$ cat src/rtl/line_access_responder_if.sv
// Line memory interface of the line access responder: the whole-line requester side
// and the narrower word bus side, bundled so the responder has a single port.
interface line_access_responder_if #(
    parameter int unsigned LineWidth    = 128,
    parameter int unsigned WordWidth    = 32,
    parameter int unsigned MemAddrWidth = 28
);
    localparam int unsigned BeatCount    = LineWidth / WordWidth;
    localparam int unsigned BusAddrWidth = MemAddrWidth + $clog2(BeatCount);

    // Requester (TLB replacer) side
    logic [MemAddrWidth-1:0] memAddr;
    logic                    memReadEnable;
    logic                    memWriteEnable;
    logic [LineWidth-1:0]    memWriteValue;
    logic                    memReadDone;
    logic                    memWriteDone;
    logic [LineWidth-1:0]    memReadValue;

    // Word bus (arbiter) side
    logic                    busReqValid;
    logic                    busReqReady;
    logic                    busReqWrite;
    logic [BusAddrWidth-1:0] busReqAddr;
    logic [WordWidth-1:0]    busReqWdata;
    logic                    busRspValid;
    logic [WordWidth-1:0]    busRspData;

    // Responder view
    modport slave (
        input  memAddr, memReadEnable, memWriteEnable, memWriteValue,
        output memReadDone, memWriteDone, memReadValue,
        output busReqValid, busReqWrite, busReqAddr, busReqWdata,
        input  busReqReady, busRspValid, busRspData
    );

    // Environment view: requester plus memory bus
    modport master (
        output memAddr, memReadEnable, memWriteEnable, memWriteValue,
        input  memReadDone, memWriteDone, memReadValue,
        input  busReqValid, busReqWrite, busReqAddr, busReqWdata,
        output busReqReady, busRspValid, busRspData
    );
endinterface

$ cat src/rtl/line_access_responder.sv
// Line access responder: services whole-line read/write requests as a sequence of
// word beats on the core memory bus. Reads are pipelined (all beats may be issued
// before any response returns); writes finish when the last beat is accepted.
module line_access_responder #(
    parameter int unsigned LineWidth    = 128,
    parameter int unsigned WordWidth    = 32,
    parameter int unsigned MemAddrWidth = 28
) (
    input logic                    clk,
    input logic                    rst,
    line_access_responder_if.slave lif
);
    localparam int unsigned BeatCount = LineWidth / WordWidth;
    localparam int unsigned IdxWidth  = $clog2(BeatCount);
    localparam logic [IdxWidth-1:0] LastIdx = IdxWidth'(BeatCount - 1);
    localparam logic [IdxWidth-1:0] OneIdx  = IdxWidth'(1);

    localparam logic [2:0] StIdle       = 3'd0;
    localparam logic [2:0] StReadIssue  = 3'd1;
    localparam logic [2:0] StReadWait   = 3'd2;
    localparam logic [2:0] StWriteIssue = 3'd3;
    localparam logic [2:0] StDone       = 3'd4;

    logic [2:0]              state_q, state_d;
    logic [MemAddrWidth-1:0] addr_q, addr_d;
    logic [LineWidth-1:0]    wline_q, wline_d;
    logic [LineWidth-1:0]    rline_q, rline_d;
    logic [IdxWidth-1:0]     issue_idx_q, issue_idx_d;
    logic [IdxWidth-1:0]     rsp_idx_q, rsp_idx_d;
    logic                    is_write_q, is_write_d;

    logic req_fire;
    logic rsp_take;
    logic last_issue;
    logic last_rsp;

    // Bus request fields come only from latched state, so they hold while stalled.
    always_comb begin
        lif.busReqValid = 1'b0;
        lif.busReqWrite = 1'b0;
        lif.busReqAddr  = '0;
        lif.busReqWdata = '0;
        case (state_q)
            StReadIssue: begin
                lif.busReqValid = 1'b1;
                lif.busReqAddr  = {addr_q, issue_idx_q};
            end
            StWriteIssue: begin
                lif.busReqValid = 1'b1;
                lif.busReqWrite = 1'b1;
                lif.busReqAddr  = {addr_q, issue_idx_q};
                lif.busReqWdata = wline_q[issue_idx_q*WordWidth +: WordWidth];
            end
            default: ;
        endcase
    end

    assign lif.memReadDone  = (state_q == StDone) && !is_write_q;
    assign lif.memWriteDone = (state_q == StDone) && is_write_q;
    assign lif.memReadValue = rline_q;

    // Next-state, beat counters and read-line assembly.
    always_comb begin
        state_d     = state_q;
        addr_d      = addr_q;
        wline_d     = wline_q;
        rline_d     = rline_q;
        issue_idx_d = issue_idx_q;
        rsp_idx_d   = rsp_idx_q;
        is_write_d  = is_write_q;

        req_fire   = lif.busReqValid && lif.busReqReady;
        // Responses only mean something while a read is in flight.
        rsp_take   = lif.busRspValid && ((state_q == StReadIssue) || (state_q == StReadWait));
        last_issue = req_fire && (issue_idx_q == LastIdx);
        last_rsp   = rsp_take && (rsp_idx_q == LastIdx);

        if (req_fire) begin
            issue_idx_d = issue_idx_q + OneIdx;
        end
        if (rsp_take) begin
            rline_d[rsp_idx_q*WordWidth +: WordWidth] = lif.busRspData;
            rsp_idx_d = rsp_idx_q + OneIdx;
        end

        case (state_q)
            StIdle: begin
                // Read wins when both enables are high; a held write is taken afterwards.
                if (lif.memReadEnable) begin
                    addr_d      = lif.memAddr;
                    issue_idx_d = '0;
                    rsp_idx_d   = '0;
                    is_write_d  = 1'b0;
                    state_d     = StReadIssue;
                end else if (lif.memWriteEnable) begin
                    addr_d      = lif.memAddr;
                    wline_d     = lif.memWriteValue;
                    issue_idx_d = '0;
                    rsp_idx_d   = '0;
                    is_write_d  = 1'b1;
                    state_d     = StWriteIssue;
                end
            end
            StReadIssue: begin
                if (last_issue) begin
                    state_d = last_rsp ? StDone : StReadWait;
                end
            end
            StReadWait: begin
                if (last_rsp) begin
                    state_d = StDone;
                end
            end
            StWriteIssue: begin
                if (last_issue) begin
                    state_d = StDone;
                end
            end
            StDone: begin
                state_d = StIdle;
            end
            default: begin
                state_d = StIdle;
            end
        endcase
    end

    // State registers; synchronous reset aborts any transaction without a done pulse.
    always_ff @(posedge clk) begin
        if (rst) begin
            state_q     <= StIdle;
            addr_q      <= '0;
            wline_q     <= '0;
            rline_q     <= '0;
            issue_idx_q <= '0;
            rsp_idx_q   <= '0;
            is_write_q  <= 1'b0;
        end else begin
            state_q     <= state_d;
            addr_q      <= addr_d;
            wline_q     <= wline_d;
            rline_q     <= rline_d;
            issue_idx_q <= issue_idx_d;
            rsp_idx_q   <= rsp_idx_d;
            is_write_q  <= is_write_d;
        end
    end
endmodule

$ cat src/flat_wrapper.sv
// flat-port wrapper written by rule: the top's interface ports become plain ports
module line_access_responder_flat 
#(
    parameter int unsigned LineWidth    = 128,
    parameter int unsigned WordWidth    = 32,
    parameter int unsigned MemAddrWidth = 28
)
  (clk, rst, lif_memAddr, lif_memReadEnable, lif_memWriteEnable, lif_memWriteValue, lif_memReadDone, lif_memWriteDone, lif_memReadValue, lif_busReqValid, lif_busReqWrite, lif_busReqAddr, lif_busReqWdata, lif_busReqReady, lif_busRspValid, lif_busRspData);
  line_access_responder_if #(.LineWidth(LineWidth), .WordWidth(WordWidth), .MemAddrWidth(MemAddrWidth)) lif_i ();
  input logic clk;
  input logic rst;
  input wire logic [$bits(lif_i.memAddr)-1:0] lif_memAddr;
  input wire logic [$bits(lif_i.memReadEnable)-1:0] lif_memReadEnable;
  input wire logic [$bits(lif_i.memWriteEnable)-1:0] lif_memWriteEnable;
  input wire logic [$bits(lif_i.memWriteValue)-1:0] lif_memWriteValue;
  output wire logic [$bits(lif_i.memReadDone)-1:0] lif_memReadDone;
  output wire logic [$bits(lif_i.memWriteDone)-1:0] lif_memWriteDone;
  output wire logic [$bits(lif_i.memReadValue)-1:0] lif_memReadValue;
  output wire logic [$bits(lif_i.busReqValid)-1:0] lif_busReqValid;
  output wire logic [$bits(lif_i.busReqWrite)-1:0] lif_busReqWrite;
  output wire logic [$bits(lif_i.busReqAddr)-1:0] lif_busReqAddr;
  output wire logic [$bits(lif_i.busReqWdata)-1:0] lif_busReqWdata;
  input wire logic [$bits(lif_i.busReqReady)-1:0] lif_busReqReady;
  input wire logic [$bits(lif_i.busRspValid)-1:0] lif_busRspValid;
  input wire logic [$bits(lif_i.busRspData)-1:0] lif_busRspData;
  assign lif_i.memAddr = lif_memAddr;
  assign lif_i.memReadEnable = lif_memReadEnable;
  assign lif_i.memWriteEnable = lif_memWriteEnable;
  assign lif_i.memWriteValue = lif_memWriteValue;
  assign lif_memReadDone = lif_i.memReadDone;
  assign lif_memWriteDone = lif_i.memWriteDone;
  assign lif_memReadValue = lif_i.memReadValue;
  assign lif_busReqValid = lif_i.busReqValid;
  assign lif_busReqWrite = lif_i.busReqWrite;
  assign lif_busReqAddr = lif_i.busReqAddr;
  assign lif_busReqWdata = lif_i.busReqWdata;
  assign lif_i.busReqReady = lif_busReqReady;
  assign lif_i.busRspValid = lif_busRspValid;
  assign lif_i.busRspData = lif_busRspData;
  line_access_responder #(.LineWidth(LineWidth), .WordWidth(WordWidth), .MemAddrWidth(MemAddrWidth)) u_core (.clk(clk), .rst(rst), .lif(lif_i));
endmodule
$ cat config.mk
export PLATFORM = sky130hd
export DESIGN_NAME = line_access_responder_flat
export DESIGN_NICKNAME = d
export VERILOG_FILES = /design/src/rtl/line_access_responder_if.sv /design/src/rtl/line_access_responder.sv /design/src/flat_wrapper.sv
export SDC_FILE = /design/constraint.sdc
export NUM_CORES = 1
export LEC_CHECK = 0
export BUFFER_PORTS_ARGS = -buffer_cell sky130_fd_sc_hd__buf_2
export CAP_MARGIN = 20
export CELL_PAD_IN_SITES_DETAIL_PLACEMENT = 1
export CELL_PAD_IN_SITES_GLOBAL_PLACEMENT = 1
export CORE_MARGIN = 1.5
export CORE_UTILIZATION = 30
export DETAILED_ROUTE_END_ITERATION = 6
export PLACE_DENSITY = 0.65
export SYNTH_ARGS = -nofsm -noshare
export SYNTH_HDL_FRONTEND = slang
export SYNTH_SLANG_ARGS = --single-unit
$ cat constraint.sdc
create_clock -name clk -period 2.5 [get_ports clk]
set_clock_uncertainty 0.1 [all_clocks]
set_input_delay 0.5 -clock clk [delete_from_list [all_inputs] [get_ports clk]]
set_output_delay 0.5 -clock clk [all_outputs]
set_load 0.02 [all_outputs]
---- After elaboration in Yosys (flattened, before gate mapping) ----
Cells that the tools add are included.
word-level totals
  logic and storage cells ................. 62
  output and inout bits ................... 194
  register bits ........................... 292
operators by class
  equality and inequality tests ........... 10
  $add $sub $neg .......................... 3
  muxes and demuxes ....................... 24
  shifts and indexed selects .............. 3
  reduce and logical (&&, ||, !) cells .... 14
  bitwise operators ....................... 1
operator list
  cell                         count
  $bwmux W128                  1
  $shift A32 B34 Y128 const A  1
  $shiftx A128 B8 Y32          1
  $shiftx A32 B34 Y128         1
  $mux W28                     2
  $neg A7 Y34                  1
  $mux W32                     1
  $mux W30                     1
  $mux W3                      6
  $mux W2                      8
  $pmux W3 S4                  1
  $eq A3 B2 Y1 const B         2
  $logic_and A1 B1 Y1          6
  $ne A2 B1 Y1 const B         3
  $add A2 B1 Y2 const B        2
  $eq A2 B2 Y1 const B         2
  $mux W1                      4
  $reduce_and A4 Y1            1
  $eq A3 B1 Y1 const B         1
  $eq A3 B3 Y1 const B         1
  $logic_not A3 Y1             1
  $ne A3 B3 Y1 const B         1
  $reduce_and A3 Y1            1
  $reduce_and A2 Y1            1
  other kinds (5)              5

---- Longest topological paths before layout ----
  depth in word-level cells ............... 8
  gate-level depth with buffers ........... 7

---- Least setup slack after synthesis ----
OpenSTA, ideal clock, no wires.
  path type ............................... register to output
  from .................................... register u_core.issue_idx_q[0]
  to ...................................... output lif_busReqWdata[10]
  buffers on the path ..................... 2
  stages on the path, launching flop included .. 5
  path slack .............................. 0.351 ns
  arrival time ............................ 1.549 ns
  cells stage by stage .................... dfxtp_1 > buf_2 > buf_2 > mux4_2 > and2_1
between the ends
  longest elaborated chain between the ends .. 2
ends and longest elaborated chain
  element                 line                          text
  start, declared         line_access_responder.sv:28   logic [IdxWidth-1:0] issue_idx_q, issue_idx_d;
  start signal, assigned  line_access_responder.sv:143  issue_idx_q <= issue_idx_d;
  $shiftx A128 B8 Y32     line_access_responder.sv:52   lif.busReqWdata = wline_q[issue_idx_q*WordWidth +: WordWidth];
  $mux W32                line_access_responder.sv:43   case (state_q)
  end, declared           flat_wrapper.sv:22            output wire logic [$bits(lif_i.busReqWdata)-1:0] lif_busReqWdata;
No other way between the ends.

---- Worst setup path after layout ----
  from .................................... register u_core.issue_idx_q[0]
  to ...................................... output lif_busReqWdata[31]
Same word-level chain as after synthesis.

==> impl_metrics.yaml <==
run:
  cap_viol_max_count: 0
timing:
  fin_crit_ps: 2620
  layout_setup_ws_ps: -117
  finalSetupTns_ps: -2910
  hold_violations: 0
  max_freq_mhz: 382
  rsz0062_at_grt: "yes"
  slew_violations: 0
  worst_pin_slew_ps: 695
  setup_viol: 32
  max-slew-margin-rel_pct: 53.4
  fin_crit_sh_pct: 105
synth:
  synth_top_area_share_pct: 44.0
  synthDistinctLibCells: 36
  ys_ff_latch: 292
  synthMuxAreaShare_pct: 15.1
  syn-cell-area_sq_um: 13300
  postSynthCellCount: 1480
  synth_xor_xnor_area_share_pct: 0.189
  yosys.area_share.simple_pct: 21.8
  yosysTopAreaCell: "dfxtp_1"
  synth_top_family_by_area: "simple AND/OR/NAND/NOR gates"
  ys_warn_count: 0
  synthAdderAreaFrac_pct: 0.660
  syn-num-nets: 1681
  ys_seq_area_share_pct: 44.0
  synth_compound_gate_area_share_pct: 12.6
  synth_area_leaders: "dfxtp_1 (44%), mux2i_1 (9.7%), a21oi_1 (6.1%)"
  synth.avg_cell_area_sq_um: 8.97
floorplan:
  dieArea_sq_um: 45500
  rows: 76
  boundaryPins: 388
  start_util_pct: 30.6
  die_h_microns: 213
  die_x_microns: 213
  core_area_sq_um: 43400
clock_tree:
  cts_tree: "built"
  cts_max_level: 2
  cts_buffer_depth: 3
  cts_hold_buf: 0
  ctsRootBufferMaster: "clkbuf_16"
  clk_latency_ps: 540
  numCtsBuffers: 37
  cts.clk_slew.worst_paths_ps: 60
  clock_sinks: 292
worst_setup_path:
  worstReg2RegStart: "u_core.rsp_idx_q[0]"
  reg2reg_slack_ps: 320
  start_kind: "register"
  cpPeakStageDelay_ps: 510
  cp_num_buf_inv: 2
  crit_chain: "buf_12, mux4_2, and2_4, buf_6"
  crit_family: "multiplexers"
  cp.arrival_ps: 2020
  cpMaxStageDelayCell: "mux4_2"
  cp.required_ps: 1900
  reg2regPathDepth: 6
  path_class: "register to primary output"
  reg2reg_to: "u_core.lif.memReadValue[109]"
  crit_fanout: 8
  crit_path_end_kind: "primary output"
placement:
  io_buffers: 387
  place_inst: 2340
  hpwl_mm: 32.0
  gp_congestion: 0.799
outcome:
  status: "finished, violations left"
  violations: "setup timing"
grt:
  grt_use_total_pct: 20.5
  grt_pass1_wl_mm: 72.5
  antenna_found_initial: 28
  grt_pass1_vias: 12600
  grt_max_degree: 109
  grt-ovfl-total: 0
drt:
  antenna_left: 0
  wl_per_cell_microns: 19.9
  first_pass_iters: 4
  drcViolationCount: 0
  num_vias: 12100
  wl_mm: 48.2
  drt_iter0_markers: 580
  vias_per_cell: 4.99
min_path:
  hold_path_class: "input pin to register"
  hold_depth: 3
  hp-start: "lif_memWriteValue[106]"
  whs_endpoint: "u_core.wline_q[106]"
power_and_ir_drop:
  vdd_drop_max_uv: 398
  static-leakage-power_nw: 6.74
  power_density_nw_per_um2: 789
final_layout:
  final_nets: 1999
  final_common_cell: "buf_2"
  drive_gt1_share_pct: 31.0
  stdcell_count: 2425
  syn2layout_area_growth_pct: 31.0
  fillCellCount: 5121
  final_cell_mix: "buf_2 (354), dfxtp_1 (289), a21oi_1 (163)"
worst min-delay path, delay by kind of cell:
kind / cells / cell delay (ps)
compound gates: 1 / 50
buf+inv: 1 / 100
simple gates: 1 / 50
metal layers:
layer / global-route usage (%) / vias to the layer above / routed length [microns]
li1: - / 5768 / -
met1: 24.4 / 5903 / 19800
met2: 34.5 / 309 / 23500
met3: 6.68 / 91 / 3650
met4: 7.26 / 24 / 1120
met5: 0 / - / 161
state kept, by name (all words and copies together) (netlist names):
| signal | cells |
|---|---|
| u_core.state_q | 3 |
| u_core.wline_q | 128 |
| u_core.addr_q | 28 |
| u_core.is_write_q | 1 |
| u_core.lif.memReadValue | 128 |
| u_core.issue_idx_q | 2 |
| u_core.rsp_idx_q | 2 |
synthesized netlist by cell type:
| master | count |
|---|---|
| nor3_1 | 1 |
| dfxtp_1 | 292 |
| nor4bb_1 | 1 |
| clkbuf_1 | 99 |
| and3b_1 | 2 |
| or3_4 | 1 |
| nor3b_2 | 7 |
| mux2i_1 | 128 |
| xor2_1 | 1 |
| nor4b_1 | 1 |
| a22oi_1 | 1 |
| o32ai_1 | 1 |
| or3b_1 | 1 |
| inv_1 | 2 |
| buf_4 | 15 |
| nand3b_1 | 1 |
| nor3_4 | 1 |
| a21oi_1 | 163 |
| and2_1 | 62 |
| nand3_1 | 157 |
| nor2_1 | 5 |
| or3_1 | 1 |
| nor2b_1 | 34 |
| a211o_1 | 1 |
| a21o_1 | 3 |
| o21ai_0 | 151 |
| buf_2 | 24 |
| nand2b_1 | 130 |
| o21ai_1 | 8 |
| mux4_2 | 32 |
| or2_2 | 1 |
| xnor2_2 | 1 |
| ha_1 | 7 |
| buf_6 | 12 |
| nand2_1 | 132 |
| a32oi_1 | 1 |
what timing repair did:
item                       4_1_cts  5_1_grt
pin swaps                        0        0
gates resized for setup         83       24
setup endpoints to repair       41       37
buffers inserted                 1        0
cloned                           2        1
per-stage QoR:
stage               hold slack (ps)  worst slack, ps  power [mW]  area [sq um]  utilization [%]
global route                   98.9             -176        14.4         17400             40.1
finish                          106             -117        13.7         17400             40.1
detailed placement              363              306        8.60         15800             36.4
CTS                            72.4             -171        13.9         17200             39.8
global placement                355              418        8.52         15800             36.4
floorplan                       349              351        7.47         13300                -
logic make-up after synthesis:
logic type / Yosys count
buf+inv: 152
xor+xnor: 2
mux: 160
fa+ha+maj: 7
flops: 292
compound gates: 329
simple gates: 538
power breakdown:
group          switching (mW)  internal (mW)  total, mW
Clock                    2.12           3.05       5.17
Combinational            2.11           1.17       3.27
Sequential              0.236           5.04       5.28
how the worst max path moves through the flow:
stage	from	endpoint	slack (ps)	cells past startpoint
final	u_core.issue_idx_q[0]	lif_busReqWdata[31]	-120	4
after CTS	u_core.issue_idx_q[0]	lif_busReqWdata[27]	-170	4
after detailed placement	u_core.rsp_idx_q[0]	u_core.lif.memReadValue[66]	310	6
after floorplan	u_core.issue_idx_q[0]	lif_busReqWdata[10]	350	4
after global routing	u_core.issue_idx_q[0]	lif_busReqWdata[25]	-180	4
after global placement	u_core.issue_idx_q[0]	lif_busReqWdata[31]	420	4
area by class of cell:
type / count / area, sq um / area share, %
Multi-Input combinational cell: 1036 / 6830 / 39.3
Clock inverter: 11 / 97.6 / 0.561
Timing Repair Buffer: 429 / 2770 / 15.9
Tap cell: 585 / 732 / 4.21
Inverter: 2 / 7.51 / 0.0432
Antenna cell: 16 / 40.0 / 0.230
Sequential cell: 292 / 5850 / 33.7
Clock buffer: 54 / 1060 / 6.10
(Power assumes the default switching activity.)
